==> src/rtl/alu_exec_unit.sv <==
// Execute-stage datapath: ALU control decode, 32-bit ALU, PC+4 / branch-target adders
// and a registered N/Z/V status register for the extended branch instructions.
module alu_exec_unit (
  input  logic        clk,
  input  logic        rst,
  input  logic [31:0] a,
  input  logic [31:0] b,
  input  logic [1:0]  aluop,
  input  logic [3:0]  funct,
  input  logic [31:0] pc,
  input  logic [31:0] offset,
  input  logic        flags_we,
  output logic [2:0]  gout,
  output logic [31:0] result,
  output logic        zero,
  output logic [31:0] pc_plus4,
  output logic [31:0] branch_target,
  output logic        n_flag,
  output logic        z_flag,
  output logic        v_flag
);

  typedef enum logic [2:0] {
    OP_AND = 3'b000,
    OP_OR  = 3'b001,
    OP_ADD = 3'b010,
    OP_SUB = 3'b110,
    OP_SLT = 3'b111
  } alu_op_e;

  alu_op_e     w_op;
  logic [31:0] w_sum;
  logic [31:0] w_diff;
  logic        w_ovf_add;
  logic        w_ovf_sub;
  logic        w_v_next;
  logic        r_n_flag;
  logic        r_z_flag;
  logic        r_v_flag;

  // aluop1 takes priority over aluop0; unknown R-type functs fall back to add.
  always_comb begin
    w_op = OP_ADD;
    if (aluop[1]) begin
      case (funct)
        4'b0000: w_op = OP_ADD;
        4'b0010: w_op = OP_SUB;
        4'b0100: w_op = OP_AND;
        4'b0101: w_op = OP_OR;
        4'b1010: w_op = OP_SLT;
        default: w_op = OP_ADD;
      endcase
    end else if (aluop[0]) begin
      w_op = OP_SUB;
    end
  end

  assign gout = w_op;

  assign w_sum     = a + b;
  assign w_diff    = a + ~b + 32'd1;
  assign w_ovf_add = (a[31] == b[31]) && (w_sum[31]  != a[31]);
  assign w_ovf_sub = (a[31] != b[31]) && (w_diff[31] != a[31]);

  always_comb begin
    result   = '0;
    w_v_next = 1'b0;
    case (w_op)
      OP_AND: result = a & b;
      OP_OR:  result = a | b;
      OP_ADD: begin
        result   = w_sum;
        w_v_next = w_ovf_add;
      end
      OP_SUB: begin
        result   = w_diff;
        w_v_next = w_ovf_sub;
      end
      // Signed compare corrected for subtraction overflow.
      OP_SLT: result = {31'd0, w_diff[31] ^ w_ovf_sub};
      default: result = '0;
    endcase
  end

  assign zero          = ~|result;
  assign pc_plus4      = pc + 32'h4;
  assign branch_target = pc_plus4 + (offset << 2);

  always_ff @(posedge clk) begin
    if (rst) begin
      r_n_flag <= 1'b0;
      r_z_flag <= 1'b0;
      r_v_flag <= 1'b0;
    end else if (flags_we) begin
      r_n_flag <= result[31];
      r_z_flag <= zero;
      r_v_flag <= w_v_next;
    end
  end

  assign n_flag = r_n_flag;
  assign z_flag = r_z_flag;
  assign v_flag = r_v_flag;

endmodule

==> config.mk <==
export PLATFORM = sky130hd
export DESIGN_NAME = alu_exec_unit
export DESIGN_NICKNAME = d
export VERILOG_FILES = /design/src/rtl/alu_exec_unit.sv
export SDC_FILE = /design/constraint.sdc
export NUM_CORES = 1
export LEC_CHECK = 0
export CAP_MARGIN = 10
export CORE_MARGIN = 4
export CORE_UTILIZATION = 49
export DETAILED_ROUTE_END_ITERATION = 10
export PLACE_DENSITY = 0.85
export SLEW_MARGIN = 40
export SYNTH_ARGS = -nofsm -noshare
export SYNTH_HDL_FRONTEND = slang
export SYNTH_SLANG_ARGS = --single-unit
==> constraint.sdc <==
create_clock -name clk -period 13.4 [get_ports clk]
set_clock_uncertainty 0.05 [all_clocks]
set_input_delay 4.02 -clock clk [delete_from_list [all_inputs] [get_ports clk]]
set_output_delay 4.02 -clock clk [all_outputs]
set_load 0.005 [all_outputs]
## Yosys cells after proc, flatten, opt, wreduce, memory -nomap -nowiden

Index checks and enable logic that the tools add are counted.

| operators by class | value |
|---|---|
| eq/ne operators | 12 |
| bitwise logic cells | 4 |
| reductions and logical operators | 5 |
| add/subtract/negate cells | 5 |
| multiplexer cells | 5 |

Operators with widths:

| operator | count |
|---|---|
| 32-bit case mux with 5 select lines | 1 |
| 32-bit adder | 3 |
| 32-bit by 1-bit adder with 32-bit output (second input constant) | 1 |
| 32-bit by 3-bit adder with 32-bit output (second input constant) | 1 |
| 32-bit AND | 1 |
| 32-bit NOT | 1 |
| 32-bit bitwise OR | 1 |
| 32-bit OR reduction | 1 |
| 3-bit case mux with 4 select lines | 1 |
| 4-bit by 3-bit == test with 1-bit output (second input constant) | 2 |
| 3-bit == test (second input constant) | 2 |
| 3-bit two-way mux | 2 |
| 4-bit by 2-bit == test with 1-bit output (second input constant) | 1 |
| 4-bit == test (second input constant) | 1 |
| 3-bit by 1-bit == test with 1-bit output (second input constant) | 1 |
| 3-bit by 2-bit == test with 1-bit output (second input constant) | 1 |
| 3-bit zero test | 1 |
| 1-bit inequality test | 3 |
| 1-bit logical AND | 2 |
| 1-bit case mux with 2 select lines | 1 |
| 1-bit == test | 1 |
| 1-bit zero test | 1 |
| 1-bit XOR | 1 |

| storage, ports and cells | value |
|---|---|
| bits in registers | 3 |
| word-level logic and storage cells | 34 |
| output and inout bits | 103 |

## Longest topological paths before layout

Gate-level depths: netlist of run 1.

| depth | value |
|---|---|
| depth in word-level cells | 9 |
| mapped depth | 22 |
| gate-level depth less buffers | 21 |

## Worst setup path after synthesis of run 1

No wires, ideal clock.

| timing | value |
|---|---|
| path type | input port to output port |
| start | input port a[21] |
| end | output port zero |
| stages | 22 |
| data required time | 9,330 ps |
| path slack | 620 ps |
| data arrival time | 8,710 ps |
| path buffers | 1 |
| cells stage by stage | inv_1 > ha_1 > clkbuf_1 > or3_1 > or2_2 > nor3_1 > nand2_1 > a211oi_1 > or4_1 > a21oi_1 > nor2_1 > nor2_1 > fa_1 > a32oi_1 > o21ai_0 > a22o_1 > or4_1 > or4_1 > nor4_1 > nand4b_1 > or4_4 > nor4_2 |

| between the ends | value |
|---|---|
| word-level cells in the longest chain between the ends | 8 |

Ends and longest elaborated chain:

| what | line | text |
|---|---|---|
| from (decl) | 6 | `input logic [31:0] a,` |
| 32-bit adder * | 61 | `assign w_diff = a + ~b + 32'd1;` |
| 32-bit by 1-bit adder with 32-bit output * | 61 |  |
| 1-bit inequality test | 63 | `assign w_ovf_sub = (a[31] != b[31]) && (w_diff[31] != a[31]);` |
| 1-bit logical AND | 63 |  |
| 1-bit XOR * | 80 | `OP_SLT: result = {31'd0, w_diff[31] ^ w_ovf_sub};` |
| 32-bit case mux with 5 select lines * | 68 | `case (w_op)` |
| named net result[0] | 14 | `output logic [31:0] result,` |
| 32-bit OR reduction * | 85 | `assign zero = ~\|result;` |
| 1-bit zero test * | 85 |  |
| to (decl) | 15 | `output logic zero,` |

The timed path passes the listed nets; every way through them passes the cells marked *.

## Final worst setup path of run 1

| timing | value |
|---|---|
| start | input port a[2] |
| end | output port zero |

| between the ends | value |
|---|---|
| word-level cells in the longest chain between the ends | 8 |

Ends and longest elaborated chain:

| what | line |
|---|---|
| 32-bit adder | 61 |
| 32-bit by 1-bit adder with 32-bit output | 61 |
| 1-bit inequality test | 63 |
| 1-bit logical AND | 63 |
| 1-bit XOR | 80 |
| 32-bit case mux with 5 select lines * | 68 |
| 32-bit OR reduction * | 85 |
| 1-bit zero test * | 85 |

Mark *: on every way between the ends. The rest lies on a longest branch, timed or not.

==> out/results.ini, run 1 <==
[clock_network]
cts_buffers = 3
cts-root-buf = clkbuf_16
postCtsHoldBufs = 0
clk_pin_slew_ns = 0.03
htreeDepth = 1
clk_latency_ns = 0.23
clockBufferDepth = 2
cts.sinks = 3
cts_tree = yes

[worst_hold_path]
min_path_cells = 2
hold_start = v_flag
min_path_type = register to register

[placed_design]
hpwl_mm = 24.5
routabilityCongestion = 1.01
port_buffers = 231
placed_cells = 1604

[critical_path]
critPathLaunchType = primary input
rr_startpoint = z_flag
crit_arrival_ns = 9.17
crit_path_max_fanout = 3
critPathCaptureType = output pin
crit_start = a[2]
path_class = primary input to output pin
required_ns = 9.33
r2r_cells = 2

[floorplan]
rows = 44
die_h_um = 130
io_pins = 240
start_util_pct = 49.9
die_w_um = 130
placeableCoreArea_um2 = 14500
dieArea_um2 = 16800

[routing]
drt-total-wl_mm = 29.9
vias_per_cell = 6.11
vias = 9830
drtIter0Drc = 1058
wl_per_cell_um = 18.6
wl_met2_mm = 14.3
dr_wl_met3_mm = 2.57
drt_pass1_iterations = 6
drc = 0
ant_nets = 0
wl_met1_mm = 11.7
top_layer_used = met4

[global_routing]
grt_usage_pct = 33.0
first_global_vias = 9291
antenna_found_initial = 0
overflow = 0
grt_pass1_wl_mm = 45.7
grt_max_degree = 28

[layout]
final_cells = 1610
final_cell_mix = clkdlybuf4s50_1, buf_4, ha_1, nor2_1, inv_1
fillers = 1162
regArea_um2 = 60.1
multi_input_area_um2 = 6770
final_net_count = 1696
syn_to_final_growth_pct = 52.0
layout_commonest_cell = clkdlybuf4s50_1
drive_gt1_share_pct = 14.9
n_antenna_cell = 0

[pwr]
vdd_drop_max_uv = 33.2
power_w = 0.000592
power_density_nw_per_um2 = 53.7
p_leak_nw = 5.15

[synthesis]
syn_area_um2 = 7260
ys_async_sr_fraction_pct = 0
synth_mux_area_share_pct = 0.724
synth_edf_count = 0
synth_flop_cell = dfxtp_1
synth_compound_area_share_pct = 33.8
yosysWarnings = 0
synth_top_family_by_area = compound AO/OA/AOI/OAI gates
synthCells = 1084
yosysSeqAreaShare_pct = 0.828
synth_fa_ha_area_share_pct = 23.2
avgSynthCellArea_um2 = 6.69
ys_seq_elements = 3
synth_nets = 1353
synthXorXnorAreaFrac_pct = 7.60
synth_cell_type_count = 84
synth-simple-area-share_pct = 25.3

[sta]
period_share_pct = 98.8
drv_slew = 0
fmax_mhz = 75.5
slew_headroom_pct = 49.0
period_needed_ns = 13.24
setup_viol = 0
hold_viol = 0
worst_pin_slew_ns = 0.745

[status]
outcome = complete, no violations

[flow_run]
drv_cap = 0

-- path summary, 6_finish.rpt --
kind / end / slack (ns)
worst max-delay path: zero / 0.16
worst min register to register: v_flag / 0.42
worst max register to register: z_flag / 12.65
worst min-delay path: v_flag / 0.42
-- area by class of cell --
type	count	area share, %
Timing Repair Buffer	385	31.6
Multi-Input combinational cell	926	61.4
Clock buffer	4	0.715
Tap cell	184	2.09
Inverter	108	3.70
Sequential cell	3	0.545
-- critical path, stage by stage --
cell and delay [ns]:
clkdlybuf4s50_1 0.47, inv_1 0.08, ha_4 0.27, nor3_4 0.20, o31ai_4 0.11, a21boi_2 0.16
o211ai_1 0.23, a211oi_2 0.29, or4_1 0.16, a21oi_1 0.09, nor2_1 0.09, nor2_1 0.07
fa_2 0.34, a32oi_2 0.19, o21ai_1 0.09, a22o_1 0.28, or4_1 0.39, or4_4 0.45
nor4_4 0.14, buf_4 0.15, nand4b_1 0.09, or4_4 0.53, nor4_4 0.13, buf_2 0.15
-- cell families (layout without fill, tap and decap cells) --
kind of cell,after synthesis,count (layout)
multiplexers,5,5
XOR/XNOR,63,63
flip-flops,3,3
AND/OR/NAND/NOR,367,367
adder cells (fa/ha/maj),132,132
buffers and inverters,155,497
AO/OA/AOI/OAI,359,359
-- Yosys cell counts, drive strengths merged, types with 4 or more instances --
cell | number | area, µm²
nand3b | 5 | 37.5
nand2b | 10 | 62.6
a21oi | 94 | 470
ha | 128 | 1600
o21ai | 55 | 275
a21boi | 4 | 30.0
or4 | 8 | 63.8
and2 | 7 | 46.3
nor2 | 110 | 413
inv | 107 | 404
o21bai | 11 | 82.6
a221o | 9 | 90.1
nor3 | 21 | 105
buf | 9 | 67.6
o31ai | 13 | 97.6
fa | 4 | 80.1
a21o | 30 | 225
o41ai | 4 | 35.0
o221ai | 7 | 61.3
nand4b | 4 | 35.0
or3 | 9 | 56.3
a221oi | 8 | 70.1
a211o | 9 | 78.8
nor4 | 20 | 131
nand3 | 32 | 160
o22ai | 11 | 68.8
xnor2 | 40 | 350
a211oi | 14 | 105
a31oi | 9 | 56.3
o21a | 12 | 90.1
nand4 | 14 | 87.6
o2111ai | 4 | 35.0
nor3b | 7 | 63.8
nor2b | 12 | 75.1
o211a | 5 | 50.1
nand2 | 86 | 323
or2 | 5 | 31.3
clkbuf | 38 | 143
and3 | 7 | 48.8
xor2 | 23 | 201
o211ai | 18 | 135
a2111oi | 7 | 61.3
-- report_power, final --
group	internal (W)	switching (W)
Sequential	0.00000957	0.000000248
Clock	0.0000393	0.00000913
Combinational	0.000271	0.000263
-- sequential cells by signal, indices dropped and copies added (netlist names) --
signal and flops:
v_flag 1, n_flag 1, z_flag 1
-- per-stage QoR --
| step | TNS [ns] | worst slack [ns] | utilization [%] | hold slack (ns) | instance area (µm²) |
|---|---|---|---|---|---|
| after CTS | 0 | 0.0351 | 74.8 | 0.426 | 10900 |
| after global routing | -0.0487 | -0.0487 | 75.9 | 0.456 | 11000 |
| final | 0 | 0.159 | 75.9 | 0.424 | 11000 |
| after detailed placement | -0.867 | -0.867 | 73.8 | 0.420 | 10700 |
| after global placement | -0.792 | -0.792 | 73.8 | 0.406 | 10700 |
| after floorplan | 0 | 0.620 | - | 0.405 | 7260 |
-- repair_timing --
| action | CTS | global route |
|---|---|---|
| setup buffers | 1 | 1 |
| resized for setup | 17 | 33 |
| endpoints found under the setup margin | 1 | 1 |
| pin swaps | 9 | 13 |
-- layer usage --
| metal | global-route usage, % | up-vias |
|---|---|---|
| met4 | 12.8 | 0 |
| met3 | 3.63 | 124 |
| met1 | 40.6 | 4456 |
| met2 | 58.7 | 583 |
| met5 | 0 | - |
| li1 | - | 4667 |
No activity file was read; power rests on OpenSTA's default activity.
==> inputs of run 2 (changes only) <==
--- a/config.mk
+++ b/config.mk
@@ -8,6 +8,7 @@
 export CAP_MARGIN = 10
 export CORE_MARGIN = 4
 export CORE_UTILIZATION = 49
+export CTS_CLUSTER_DIAMETER = 80
 export DETAILED_ROUTE_END_ITERATION = 10
 export PLACE_DENSITY = 0.85
 export SLEW_MARGIN = 40
==> results of run 2 <==
Final layout, timing and power as in run 1 (identical DEF).
==> inputs of run 3 (changes only) <==
--- a/config.mk
+++ b/config.mk
@@ -5,7 +5,7 @@
 export SDC_FILE = /design/constraint.sdc
 export NUM_CORES = 1
 export LEC_CHECK = 0
-export CAP_MARGIN = 10
+export CAP_MARGIN = 20
 export CORE_MARGIN = 4
 export CORE_UTILIZATION = 49
 export CTS_CLUSTER_DIAMETER = 80
==> results of run 3 <==
Final layout, timing and power as in run 1 (identical DEF).
